===== src/rtl/ej32_au_sched.sv =====
// ---------------------------------------------------------------------------
// ej32_au_sched -- scheduler for the extended arithmetic unit.
//
// Accepts one request at a time from two requesters and returns one tagged
// result for each request. Port 0 is the core execute stage and port 1 is a
// secondary master. When both ports request in the same cycle, a round-robin
// pointer picks the winner.
//
// Multiply and shift ops are computed combinationally on accept and returned
// one cycle later. Divide and remainder ops go through the external iterative
// divider using its reset/busy handshake. A timeout guards against a divider
// that never finishes.
//
// Ports
//   clk, rst                 clock, asynchronous active-high reset
//   reqN_vld / reqN_rdy      request handshake for port N (rdy is combinational)
//   reqN_op                  0 mul, 1 div, 2 rem, 3 shl, 4 shr, 5 ushr, 6-7 illegal
//   reqN_s / reqN_t          NOS / TOS operands
//   rsp_vld / rsp_rdy        response handshake
//   rsp_id                   port that owns the response
//   rsp_v / rsp_err          result value / error flag (div by 0, timeout, illegal)
//   div_rst                  divider hold/clear; the divider runs while this is low
//   div_x / div_y            registered dividend / divisor
//   div_bsy, div_q, div_r    divider busy, quotient, remainder
//   au_bsy                   high whenever the scheduler is not idle
// ---------------------------------------------------------------------------
module ej32_au_sched #(
  parameter int DSZ     = 32,
  parameter int DIV_TMO = 48
) (
  input  logic           clk,
  input  logic           rst,
  input  logic           req0_vld,
  output logic           req0_rdy,
  input  logic [2:0]     req0_op,
  input  logic [DSZ-1:0] req0_s,
  input  logic [DSZ-1:0] req0_t,
  input  logic           req1_vld,
  output logic           req1_rdy,
  input  logic [2:0]     req1_op,
  input  logic [DSZ-1:0] req1_s,
  input  logic [DSZ-1:0] req1_t,
  output logic           rsp_vld,
  input  logic           rsp_rdy,
  output logic           rsp_id,
  output logic [DSZ-1:0] rsp_v,
  output logic           rsp_err,
  output logic           div_rst,
  output logic [DSZ-1:0] div_x,
  output logic [DSZ-1:0] div_y,
  input  logic           div_bsy,
  input  logic [DSZ-1:0] div_q,
  input  logic [DSZ-1:0] div_r,
  output logic           au_bsy
);

  localparam int SHW = $clog2(DSZ);
  localparam int CW  = $clog2(DIV_TMO + 1);

  localparam logic [2:0] OP_MUL  = 3'd0;
  localparam logic [2:0] OP_DIV  = 3'd1;
  localparam logic [2:0] OP_REM  = 3'd2;
  localparam logic [2:0] OP_SHL  = 3'd3;
  localparam logic [2:0] OP_SHR  = 3'd4;
  localparam logic [2:0] OP_USHR = 3'd5;

  typedef enum logic [1:0] {
    IDLE,
    DIV_ARM,
    DIV_RUN,
    RESP
  } state_t;

  state_t state_q, state_d;

  // Round-robin pointer: 0 favours port 0 on a tie, 1 favours port 1.
  logic           rr_q;
  logic           grant0, grant1;
  logic           accept, sel;
  logic [2:0]     a_op;
  logic [DSZ-1:0] a_s, a_t;
  logic           a_is_div, a_div_start, a_illegal;
  logic [DSZ-1:0] comb_res;

  logic           id_q;
  logic           is_rem_q;
  logic           seen_bsy_q;
  logic [CW-1:0]  run_cnt_q;
  logic [DSZ-1:0] rsp_v_q, div_x_q, div_y_q;
  logic           rsp_err_q;
  logic           div_done, div_tmo;

  // -------------------------------------------------------------------------
  // Arbitration. Grants are only offered in IDLE; the reset term keeps both
  // ready lines low while reset is asserted even though the state is IDLE.
  // -------------------------------------------------------------------------
  assign grant0   = req0_vld && (!req1_vld || !rr_q);
  assign grant1   = req1_vld && (!req0_vld ||  rr_q);
  assign req0_rdy = !rst && (state_q == IDLE) && grant0;
  assign req1_rdy = !rst && (state_q == IDLE) && grant1;

  // A ready line is only ever high together with its valid, so either ready
  // being high means a request is accepted this cycle.
  assign accept = req0_rdy || req1_rdy;
  assign sel    = req1_rdy;

  assign a_op        = sel ? req1_op : req0_op;
  assign a_s         = sel ? req1_s  : req0_s;
  assign a_t         = sel ? req1_t  : req0_t;
  assign a_is_div    = (a_op == OP_DIV) || (a_op == OP_REM);
  assign a_div_start = a_is_div && (a_t != '0);
  assign a_illegal   = (a_op > OP_USHR);

  // Single-cycle ops. The low DSZ bits of a product are the same for signed
  // and unsigned operands, so a plain DSZ-wide multiply gives the signed result.
  // NOTE: every signal written in an always_comb gets a default first so that
  //       no path leaves it unassigned, which would infer a latch.
  always_comb begin
    comb_res = '0;
    case (a_op)
      OP_MUL:  comb_res = a_s * a_t;
      OP_SHL:  comb_res = a_s << a_t[SHW-1:0];
      OP_SHR:  comb_res = $signed(a_s) >>> a_t[SHW-1:0];
      OP_USHR: comb_res = a_s >> a_t[SHW-1:0];
      default: comb_res = '0;
    endcase
  end

  // The divider is finished once it has been seen busy and has then dropped
  // busy again; a divider that has not yet raised busy is still starting up.
  assign div_done = seen_bsy_q && !div_bsy;
  assign div_tmo  = (run_cnt_q == CW'(DIV_TMO - 1));

  // -------------------------------------------------------------------------
  // FSM
  // -------------------------------------------------------------------------
  always_comb begin
    state_d = state_q;
    case (state_q)
      IDLE: begin
        if (accept) state_d = a_div_start ? DIV_ARM : RESP;
      end
      DIV_ARM: state_d = DIV_RUN;
      DIV_RUN: begin
        if (div_done || div_tmo) state_d = RESP;
      end
      RESP: begin
        if (rsp_rdy) state_d = IDLE;
      end
      default: state_d = IDLE;
    endcase
  end

  // NOTE: sequential state is updated with non-blocking assignments so every
  //       flop samples values from before the clock edge.
  always_ff @(posedge clk or posedge rst) begin
    if (rst) state_q <= IDLE;
    else     state_q <= state_d;
  end

  // -------------------------------------------------------------------------
  // Datapath registers
  // -------------------------------------------------------------------------
  always_ff @(posedge clk or posedge rst) begin
    if (rst) begin
      rr_q       <= 1'b0;
      id_q       <= 1'b0;
      is_rem_q   <= 1'b0;
      seen_bsy_q <= 1'b0;
      run_cnt_q  <= '0;
      rsp_v_q    <= '0;
      rsp_err_q  <= 1'b0;
      div_x_q    <= '0;
      div_y_q    <= '0;
    end else begin
      case (state_q)
        IDLE: begin
          if (accept) begin
            id_q     <= sel;
            rr_q     <= !sel;
            is_rem_q <= (a_op == OP_REM);
            if (a_div_start) begin
              div_x_q <= a_s;
              div_y_q <= a_t;
            end else begin
              // Divide by zero and illegal ops both answer 0 with an error.
              rsp_v_q   <= (a_is_div || a_illegal) ? '0 : comb_res;
              rsp_err_q <= a_is_div || a_illegal;
            end
          end
        end
        DIV_ARM: begin
          seen_bsy_q <= 1'b0;
          run_cnt_q  <= '0;
        end
        DIV_RUN: begin
          if (div_bsy) seen_bsy_q <= 1'b1;
          run_cnt_q <= run_cnt_q + CW'(1);
          // A completion on the last allowed cycle wins over the timeout.
          if (div_done) begin
            rsp_v_q   <= is_rem_q ? div_r : div_q;
            rsp_err_q <= 1'b0;
          end else if (div_tmo) begin
            rsp_v_q   <= '0;
            rsp_err_q <= 1'b1;
          end
        end
        default: ;
      endcase
    end
  end

  assign rsp_vld = (state_q == RESP);
  assign rsp_id  = id_q;
  assign rsp_v   = rsp_v_q;
  assign rsp_err = rsp_err_q;
  assign div_rst = (state_q != DIV_RUN);
  assign div_x   = div_x_q;
  assign div_y   = div_y_q;
  assign au_bsy  = (state_q != IDLE);

endmodule


===== config.mk =====
export PLATFORM = sky130hd
export DESIGN_NAME = ej32_au_sched
export DESIGN_NICKNAME = d
export VERILOG_FILES = /design/src/rtl/ej32_au_sched.sv
export SDC_FILE = /design/constraint.sdc
export NUM_CORES = 2
export LEC_CHECK = 0
export ABC_AREA = 0
export CORE_MARGIN = 2
export CORE_UTILIZATION = 58
export CTS_CLUSTER_DIAMETER = 200
export DETAILED_ROUTE_END_ITERATION = 8
export MAX_ROUTING_LAYER = met4
export PLACE_DENSITY = 0.79
export SLEW_MARGIN = 20
export SYNTH_ARGS = -nofsm -noshare
export SYNTH_HDL_FRONTEND = slang
export SYNTH_SLANG_ARGS = --single-unit

===== constraint.sdc =====
create_clock -name clk -period 10.5 [get_ports clk]
set_clock_uncertainty 0.2 [all_clocks]
set_input_delay 2.1 -clock clk [delete_from_list [all_inputs] [get_ports clk]]
set_output_delay 2.1 -clock clk [all_outputs]
set_load 0.01 [all_outputs]

==> key figures <==
Clock tree
  • CTS H-tree depth: 3
  • Inserted Clock Buffers: 9
  • Root Buffer Master: clkbuf_16
  • Worst-Skew Late Latency: 0.42 ns
  • Max clock buf depth: 2
  • Reg clk slew, reported paths: 0.10 ns
  • CTS sink count: 109
  • # hold bufs at CTS: 0
  • CTS tree: done

Synth
  • Mapped Area: 26300 sq um
  • Combinational family with the most area after synthesis: adder cells
  • Avg Inst Size Synth: slightly above 8 sq um
  • Seq/Total Area, Yosys: 0.104
  • Fraction of registers with async set/reset: 1.00
  • Synth cell types: 96
  • Post-synthesis register bit count: ~110
  • Syn_nets: 3925
  • Post-Synth XOR/XNOR Area: 0.0379
  • Synth Area in Simple Gates: 0.179
  • Post-synthesis adder-cell area fraction: 0.371
  • Complex-gate fraction of the synthesized area: 0.142
  • Synthesis Warnings: 0
  • Mapped Cells: 3184
  • Post-synthesis mux area share: 0.0732
  • Post-synth top flop: dfrtp_1
  • Post-synth EDFFs: 0

Timing
  • Crit path time final: ~10 ns
  • Max-slew violation count: 0
  • Max-slew headroom: 0.243
  • Final Hold Fails: 0
  • Setup_tns: 0 ns
  • # setup viols final: 0
  • Worst Tran Pin Value: between 1 and 1.5 ns
  • Period utilization: 0.980
  • WHS: 0.286 ns
  • RSZ-0062 raised after global routing: true
  • Fmax: roughly 0.097 GHz

Floorplanning
  • Initial Util: 0.584
  • Die area: 47100 sq um
  • Die Span X: 217 microns
  • I/O pins: 307
  • Die height: between 200 and 250 microns
  • Core ar.: 45100 sq um
  • Site row count: 78

Final layout
  • Post-Layout Inst Area: ~32000 sq um
  • Net count, final: 4324
  • Post-route insts no fill: 4195
  • Multi-input gate area: 21300 sq um
  • Register area: between 2000 and 3000 sq um
  • Area grow syn2layout: 21.3%
  • Share of cells above drive strength 1: 0.118
  • Fillers: 3463

Worst setup path
  • Worst path bufs/invs: 8
  • CP max stage delay: 0.63 ns
  • Critical path's top delay family: adder cells
  • WS Path Type: input port to register
  • CP max FO: 18
  • CP Launch Type: input port
  • Crit. End Element: register
  • Crit-path slowest cell: fa_1
  • Worst Path Arrival: 10.42 ns
  • CP dominant cell by count: fa_1
  • Critical path data required time: 10.63 ns

Hold path
  • Worst hold path class: register to register

Placement
  • Routability cong.: 1.10
  • Placed cell area: between 30000 and 40000 sq um
  • Dpl hpwl: 99100 microns
  • Port bufs: 306
  • DP Cell Count: 4163

Drt
  • Routed Antenna Nets: 0
  • Via count: 27700
  • Via density per instance: 6.60
  • Residual DRC: 0
  • Drt wl/cell: 29.0 microns
  • DR iter-0 viols: 4492
  • DRT Pass-1 Iters: 7
  • Routed wire length: 121000 microns

GRT
  • Global-route wire length before repair: 177000 microns
  • Number of global-route vias before repair: 28000
  • GRT Util Overall: 0.530
  • Initial antenna violation count: 7
  • GR Overflow Total: 0
  • Pin count of the biggest net entering global routing: 95

Job
  • Maximum capacitance violations: 0

Run status
  • Outcome: finished, final reports clean
==> flip-flops by register name, summed over array words and instances (netlist names) <==
| name | cells |
|---|---|
| is_rem_q | 1 |
| div_y | 32 |
| div_x | 32 |
| state_q | 2 |
| rsp_v | 32 |
| rsp_err | 1 |
| rsp_id | 1 |
| rr_q | 1 |
| run_cnt_q | 6 |
| seen_bsy_q | 1 |
==> layer usage <==
metal	wire length, microns	global-route usage	part of all wire	vias to the layer above
li1	-	-	-	11200
met1	43400	0.666	0.36	13300
met2	50900	0.750	0.42	2529
met3	18700	0.183	0.15	572
met4	8400	0.289	0.069	0
met5	0	-	0	-
==> synthesized netlist by cell type, drive strengths merged (16+ instances only) <==
master,instances,area share
nand2,441,0.064
nor2,428,0.063
fa,408,0.31
inv,395,0.056
o21ai,182,0.035
ha,129,0.061
mux2i,128,0.049
a21oi,112,0.022
dfrtp,109,0.10
buf,99,0.023
clkbuf,97,0.014
xnor2,76,0.025
o211ai,53,0.015
nor3,44,0.0084
nand3,42,0.0092
mux2,36,0.017
a31oi,29,0.0069
nor4,25,0.0059
or2,25,0.0059
a211oi,23,0.0067
and2,23,0.0057
o21a,22,0.0063
a21o,20,0.0058
xor2,20,0.0067
a221oi,16,0.0058
o22ai,16,0.0038
==> kinds of logic after synthesis <==
group,Yosys count
xor gates and xnor gates,103
DFF,109
and+or+nand+nor,1098
buffers and inverters,591
adders and majority gates,537
muxes,173
AOI/OAI and AO/OA,573
==> worst paths after layout <==
path,startpoint,endpoint,cells past startpoint,slack [ns]
hold reg to reg,div_y[10],div_y[10],2,0.29
setup reg to reg,state_q[0],rsp_v[26],34,1.48
min in group asynchronous,rst,rsp_id,3,2.04
max in group asynchronous,rst,div_y[10],4,6.57
setup / recovery,req0_vld,rsp_v[26],30,0.21
hold / removal,div_y[10],div_y[10],2,0.29
==> final cells by class <==
| type | instances | share of cell area |
|---|---|---|
| Timing Repair Buffer | 583 | 0.168 |
| Multi-Input combinational cell | 2485 | 0.666 |
| Sequential cell | 109 | 0.0855 |
| Tap cell | 600 | 0.0235 |
| Antenna cell | 7 | 0.000549 |
| Inverter | 395 | 0.0466 |
| Clock buffer | 10 | 0.00748 |
| Clock inverter | 6 | 0.00239 |
==> cell usage in the layout, fill, tap and decap left out, types with 18 or more instances in the layout <==
master and n:
a211oi_1 21, a21o_1 18, a21oi_1 110, a31oi_1 28, buf_12 18, buf_4 258, clkdlybuf4s50_1 306, dfrtp_1 108
fa_1 408, ha_1 129, inv_1 393, mux2_2 28, mux2i_1 116, nand2_1 437, nand3_1 37, nor2_1 423
nor3_1 44, nor4_1 25, o211ai_1 52, o21a_1 22, o21ai_0 164, or2_2 24, xnor2_1 76, xor2_1 20
==> stage by stage <==
stage / util / setup WS [ns]
4_1_cts: 0.705 / 0.152
2_1_floorplan: - / 0.0310
3_5_place_dp: 0.698 / -0.282
5_1_grt: 0.708 / -0.0112
3_3_place_gp: 0.698 / -0.0238
6_report: 0.708 / 0.210
==> worst min-delay path, stage by stage, from the launching register on <==
cell	delay, ns
dfrtp_1	0.35
nand2_1	0.05
o21ai_0	0.06
==> what timing repair did <==
| action | in CTS | in global routing |
|---|---|---|
| resized for setup | 0 | 9 |
| endpoints found under the setup margin | 0 | 7 |
| buffers inserted | 0 | 8 |
Power is left out: the tool's default activity adds up to more than one toggle a clock period on the data nets, which glitch-free logic cannot reach.
